==> src/rtl/bp_grad_update.sv <==
// Backprop weight-update stage: accumulates delta*act over a batch, then issues
// a saturated w_cur - lr*grad update with a one-cycle capture enable.
module bp_grad_update #(
    parameter int unsigned DWIDTH   = 32,
    parameter int unsigned FRAC     = 16,
    parameter int unsigned NSAMPLE  = 16,
    parameter int unsigned LR_SHIFT = 4
) (
    input  logic              clk,
    input  logic              rst,
    input  logic              start,
    input  logic              in_valid,
    input  logic [DWIDTH-1:0] delta,
    input  logic [DWIDTH-1:0] act,
    input  logic [DWIDTH-1:0] w_cur,
    output logic [DWIDTH-1:0] w_next,
    output logic              w_en,
    output logic              busy,
    output logic              done
);

    localparam int unsigned PW   = 2 * DWIDTH;
    localparam int unsigned ACCW = 2 * DWIDTH - FRAC + 8;
    localparam int unsigned DFW  = ACCW + 1;
    localparam int unsigned HW   = DFW - (DWIDTH - 1);
    localparam int unsigned CW   = $clog2(NSAMPLE + 1);

    typedef enum logic [1:0] {
        IDLE   = 2'd0,
        ACC    = 2'd1,
        UPDATE = 2'd2,
        DONE   = 2'd3
    } state_t;

    state_t                   state;
    logic signed [ACCW-1:0]   acc;
    logic        [CW-1:0]     cnt;

    logic signed [PW-1:0]     prod;
    logic signed [ACCW-1:0]   prod_sh;
    logic signed [DFW-1:0]    diff;
    logic        [HW-1:0]     diff_hi;
    logic        [DWIDTH-1:0] w_sat;

    // Fixed-point product rescaled by FRAC (floor), then update value saturated to DWIDTH.
    always_comb begin
        prod    = $signed(delta) * $signed(act);
        prod_sh = ACCW'(prod >>> FRAC);
        diff    = DFW'($signed(w_cur)) - DFW'(acc >>> LR_SHIFT);
        diff_hi = diff[DFW-1:DWIDTH-1];
        w_sat   = diff[DWIDTH-1:0];
        if (!((diff_hi == {HW{1'b0}}) || (diff_hi == {HW{1'b1}}))) begin
            w_sat = diff[DFW-1] ? {1'b1, {(DWIDTH-1){1'b0}}}
                                : {1'b0, {(DWIDTH-1){1'b1}}};
        end
    end

    always_ff @(posedge clk) begin
        if (!rst) begin
            state  <= IDLE;
            acc    <= '0;
            cnt    <= '0;
            w_next <= '0;
            w_en   <= 1'b0;
            done   <= 1'b0;
            busy   <= 1'b0;
        end else begin
            w_en <= 1'b0;
            done <= 1'b0;
            case (state)
                IDLE: begin
                    if (start) begin
                        acc   <= '0;
                        cnt   <= '0;
                        state <= ACC;
                        busy  <= 1'b1;
                    end
                end
                ACC: begin
                    if (in_valid) begin
                        acc <= acc + prod_sh;
                        cnt <= cnt + CW'(1);
                        if (cnt == CW'(NSAMPLE - 1)) begin
                            state <= UPDATE;
                        end
                    end
                end
                UPDATE: begin
                    w_next <= w_sat;
                    w_en   <= 1'b1;
                    done   <= 1'b1;
                    state  <= DONE;
                end
                DONE: begin
                    state <= IDLE;
                    busy  <= 1'b0;
                end
                default: begin
                    state <= IDLE;
                    busy  <= 1'b0;
                end
            endcase
        end
    end

endmodule

==> config.mk <==
export PLATFORM = sky130hd
export DESIGN_NAME = bp_grad_update
export DESIGN_NICKNAME = d
export VERILOG_FILES = /design/src/rtl/bp_grad_update.sv
export SDC_FILE = /design/constraint.sdc
export NUM_CORES = 2
export LEC_CHECK = 0
export CAP_MARGIN = 40
export CORE_UTILIZATION = 45
export CTS_CLUSTER_DIAMETER = 30
export CTS_CLUSTER_SIZE = 10
export DETAILED_ROUTE_END_ITERATION = 10
export PLACE_DENSITY = 0.73
export SETUP_SLACK_MARGIN = 0.5
export SLEW_MARGIN = 20
export SYNTH_ARGS = -nofsm -noshare
export SYNTH_HDL_FRONTEND = slang
export SYNTH_SLANG_ARGS = --single-unit
==> constraint.sdc <==
create_clock -name clk -period 16 [get_ports clk]
set_input_delay 3.2 -clock clk [delete_from_list [all_inputs] [get_ports clk]]
set_output_delay 3.2 -clock clk [all_outputs]
set_load 0.02 [all_outputs]
==> Word-level counts from Yosys, hierarchy flattened <==
Index checks and enable logic that the tools add are counted.
W data, S select, Z words.
{ "classes": {"reduce_logical": 8, "n_eq_ne": 8, "n_mul": 1, "add_sub_neg": 3, "n_mux": 15} }
{ "ops": {"columns": ["operator", "n"], "rows": [
  ["$mux W56", 2],
  ["$pmux W56 S2", 1],
  ["$mul A32 B32 Y64", 1],
  ["$mux W32", 2],
  ["$add A56 B48 Y56", 1],
  ["$sub A32 B52 Y53", 1],
  ["$eq A26 B26 Y1 const B", 1],
  ["$logic_not A26 Y1", 1],
  ["$mux W5", 2],
  ["$pmux W5 S2", 1],
  ["$pmux W2 S4", 1],
  ["$mux W2", 3],
  ["$ne A2 B2 Y1 const B", 3],
  ["$reduce_and A3 Y1", 2],
  ["$add A5 B1 Y5 const B", 1],
  ["$eq A5 B4 Y1 const B", 1],
  ["$eq A2 B2 Y1 const B", 2],
  ["$reduce_bool A2 Y1", 2],
  ["$eq A2 B1 Y1 const B", 1],
  ["$logic_not A2 Y1", 1],
  ["$mux W1", 2],
  ["$pmux W1 S2", 1],
  ["$reduce_and A2 Y1", 1],
  ["$logic_or A1 B1 Y1", 1]
]} }
{ "totals": {"word_cells": 41, "inputBits": 100, "regBits": 97} }

==> Depth between registers and ports, before layout <==
{ "depth": {"ltp_word": 4, "mapped_depth": 42, "ltp_nobuf": 41} }

==> Worst setup path after synthesis <==
OpenSTA, ideal clock, no wires.
{ "synth_timing": {"path_kind": "input port to flip-flop", "from": "input port delta[31]", "to": "register acc[54]", "setup_slack_ps": 3243, "n_path_buf": 1, "required_time_ps": 15878, "arrival_time_ps": 12634, "stages": 36, "path_cell_list": "clkbuf_1 nand2_1 inv_1 fa_1 fa_1 fa_1 fa_1 inv_1 fa_1 inv_1 fa_1 fa_1 fa_1 ha_1 nand2_1 or4bb_1 o21ai_0 a211o_1 a21boi_0 o21a_1 nor2_1 o21ai_0 xor2_1 ha_1 nand2_1 o21ai_0 a21o_1 nand3_1 nand2_1 and3b_1 a21oi_1 o41ai_1 a21oi_1 a311oi_1 xor2_1 o21ai_0"} }
{ "synth_between": {"elab_chain_len": 4} }
{ "synth_rtl": {"columns": ["element", "line", "rtl"], "rows": [
  ["from (decl)", "13", "input logic [DWIDTH-1:0] delta,"],
  ["$mul A32 B32 Y64", "47", "prod = $signed(delta) * $signed(act);"],
  ["$add A56 B48 Y56", "81", "acc <= acc + prod_sh;"],
  ["$mux W56", "80", "if (in_valid) begin"],
  ["$pmux W56 S2", "70", "case (state)"],
  ["to (signal assigned)", "81", null],
  ["to (decl)", "36", "logic signed [ACCW-1:0] acc;"]
]} }
No other way between the ends. The select of a mux whose other input is x is not followed.
A chain may end at the register's enable or synchronous reset.

==> Worst setup path after layout <==
Same ends and word-level chain as after synthesis.

==> reports/qor.txt <==
Max FO, Critical Path - 14
Die Wd - 319 µm
met3 wire len - 6.12 mm
synthesized flop and latch total - 97
Slew Limit Fails - 0
setup tns final - 0 ps
mux cell area share after synthesis - 0.00216
vias in the first global route - 37800
CTS Sinks - 97
Worst-Margin Slew - 846 ps
CP Buf/Inv Count - 4
most frequent CP cell - fa_1
post-synth top area cell - fa_1
Root Driver - clkbuf_16
Initial Util - 0.456
largest net degree at the start of global routing - 68
GP Congestion - 0.898
Worst EP arrival - 14570 ps
DRC - 0
Syn-to-layout area delta - 7.25%
initial antenna violation count - 5
htree depth - 3
Post-synth top cells - 1083 x fa_1, 1025 x inv_1, 654 x nand2_1
final net count - 6564
sequential area share after synthesis - 0.0430
max layer used - met5
routed vias/inst - 5.44
status - complete, no violations
Post-CTS Setup Inserts - 0
Die ar. - 102000 µm²
Skew-Pair Late Insertion Delay - 360 ps
wl on met1 - 45.4 mm
number of max-cap violations - 0
CORE AREA - 99000 µm²
synthesized area - 45200 µm²
FP Rows - 115
EDFF count, synth - 0
Worst Setup End Kind - register
Simple-Gate Fraction of Synth Area - 0.174
Critical Path RT - 16250 ps
area share of fa/ha/maj cells after synthesis - 0.561
number of synthesis warnings - 0
slew margin rel. - 0.434
vias - 34700
CP Class - in2reg
DRT antenna net count - 0
CP Launch Type - primary input
share of post-route cells with drive strength above 1 - 0.0316
clock transition at the registers of the reported paths - 80 ps
Met2 Wirelength - 61.5 mm
Synth Net Count - 6555
Post-Syn Instances - 5078
grt total ovfl - 0
CP max-delay cell - fa_1
critical path's largest stage delay - 1010 ps
Synth cell types - 87
Post-CTS Resized - 0
first-pass GRT wire length - 194 mm
FFs w/ async S/R, synth - 0
post-synthesis compound-gate area fraction - 0.0891
Synth top area share - 0.480
DR WL/cell - 18.5 µm
combinational family with the most area after synthesis - adder cells
most used flip-flop cell after synthesis - dfxtp_1
Inserted Clock Buffers - 9
Tmin final - 14330 ps
CTS Buffer Depth - 2
drt total wl - 118 mm
Fill cells - 9136
RSZ-0062 raised after global routing - false
min-delay worst type - reg2reg
synth top area cells - fa_1 48%, inv_1 8.5%, ha_1 8.1%
Post-CTS Hold Buffers - 0
DP Wirelength - 101 mm
CP top delay family - adder cells
final period utilization - 0.895
CTS tree - yes
Final Setup Violations - 0
1st-pass router iterations - 5
quantity of I/O buffers inserted on ports - 134
Vert. Die Dim - 319 µm
cell with the most instances after synthesis - fa_1
post-synthesis xor/xnor area fraction - 0.0246
Avg Cell Area, Syn - 8.90 µm²
Total GRT Usage - 0.239
Final Skew - 10.4 ps
endpoints failing hold - 0
DRT iter0 DRCs - 1996
I/O pin count - 135
fmax - 0.0698 GHz
worst reg2reg max path, stage by stage (launching register included):
cell and delay (ps):
dfxtp_1 360, ha_1 220, fa_1 440, nor2b_4 140
o31a_4 150, o221ai_4 130, a2111oi_2 590, nor2_1 190
a211oi_1 500, and3_1 220, nor4b_1 280, nand4_1 160
nor4_2 410, mux2i_1 250, buf_2 250, o31ai_1 230
registers in the layout, summed over array words and instances (netlist names):
signal  count
done        1
acc        56
busy        1
cnt         5
w_next     32
state       2
cells in the final DEF (no fill, tap or decap), types with 22 or more instances in the layout:
cell type / Yosys / routed
and2_1: 491 / 491
o21a_1: 26 / 26
fa_1: 1083 / 1083
clkdlybuf4s50_1: 0 / 132
xor2_1: 41 / 41
a22oi_1: 44 / 44
nand2_1: 654 / 653
and3_1: 24 / 24
nand2b_1: 31 / 31
buf_4: 1 / 81
xnor2_1: 86 / 86
ha_1: 294 / 294
a21oi_1: 152 / 152
o21ai_1: 22 / 22
dfxtp_1: 97 / 97
o21ai_0: 86 / 86
nand4_1: 30 / 30
a21o_1: 94 / 94
nor2_1: 209 / 208
nor3_1: 32 / 32
inv_1: 1025 / 1024
nand3_1: 49 / 49
path summary, 6_finish.rpt:
check	startpoint	endpoint	slack, ps	cells after the start
worst max register to register	acc[4]	w_next[0]	11390	15
worst min register to register	cnt[3]	cnt[3]	490	2
worst min-delay path	cnt[3]	cnt[3]	490	2
worst max-delay path	delta[31]	acc[54]	1670	34
logic make-up (layout without fill, tap and decap cells):
kind of cell | Yosys count | in the layout
buf+inv | 1271 | 1285
fa+ha+maj | 1377 | 1377
flops | 97 | 97
simple gates | 1602 | 1602
other cells | 0 | 1
compound gates | 595 | 595
mux | 9 | 9
xor+xnor | 127 | 127
final cells by class:
class | instances | area [µm²] | area share
Tap cell | 1287 | 1610 | 0.0332
Inverter | 1025 | 3850 | 0.0794
Clock buffer | 10 | 239 | 0.00493
Timing Repair Buffer | 244 | 2320 | 0.0479
Clock inverter | 6 | 48.8 | 0.00101
Antenna cell | 1 | 2.50 | 0.0000516
Sequential cell | 97 | 1940 | 0.0401
Multi-Input combinational cell | 3710 | 38500 | 0.793
per-layer routing:
metal,global-route usage,vias up
li1,-,15500
met1,0.288,17900
met2,0.432,1079
met3,0.0275,289
met4,0.0950,6
met5,0,-
through the flow:
step	area [µm²]	std cells	util	hold slack (ps)	setup slack [ps]
after floorplan	45200	5078	-	454	3240
after global placement	47800	6332	0.483	468	1500
after detailed placement	48100	6355	0.486	476	1260
after CTS	48400	6371	0.488	489	1610
after global routing	48500	6380	0.490	501	813
final	48500	6380	0.490	486	1670
Power is not shown: default switching activity piles up to over one toggle a cycle in this logic, so the estimate is an artifact.
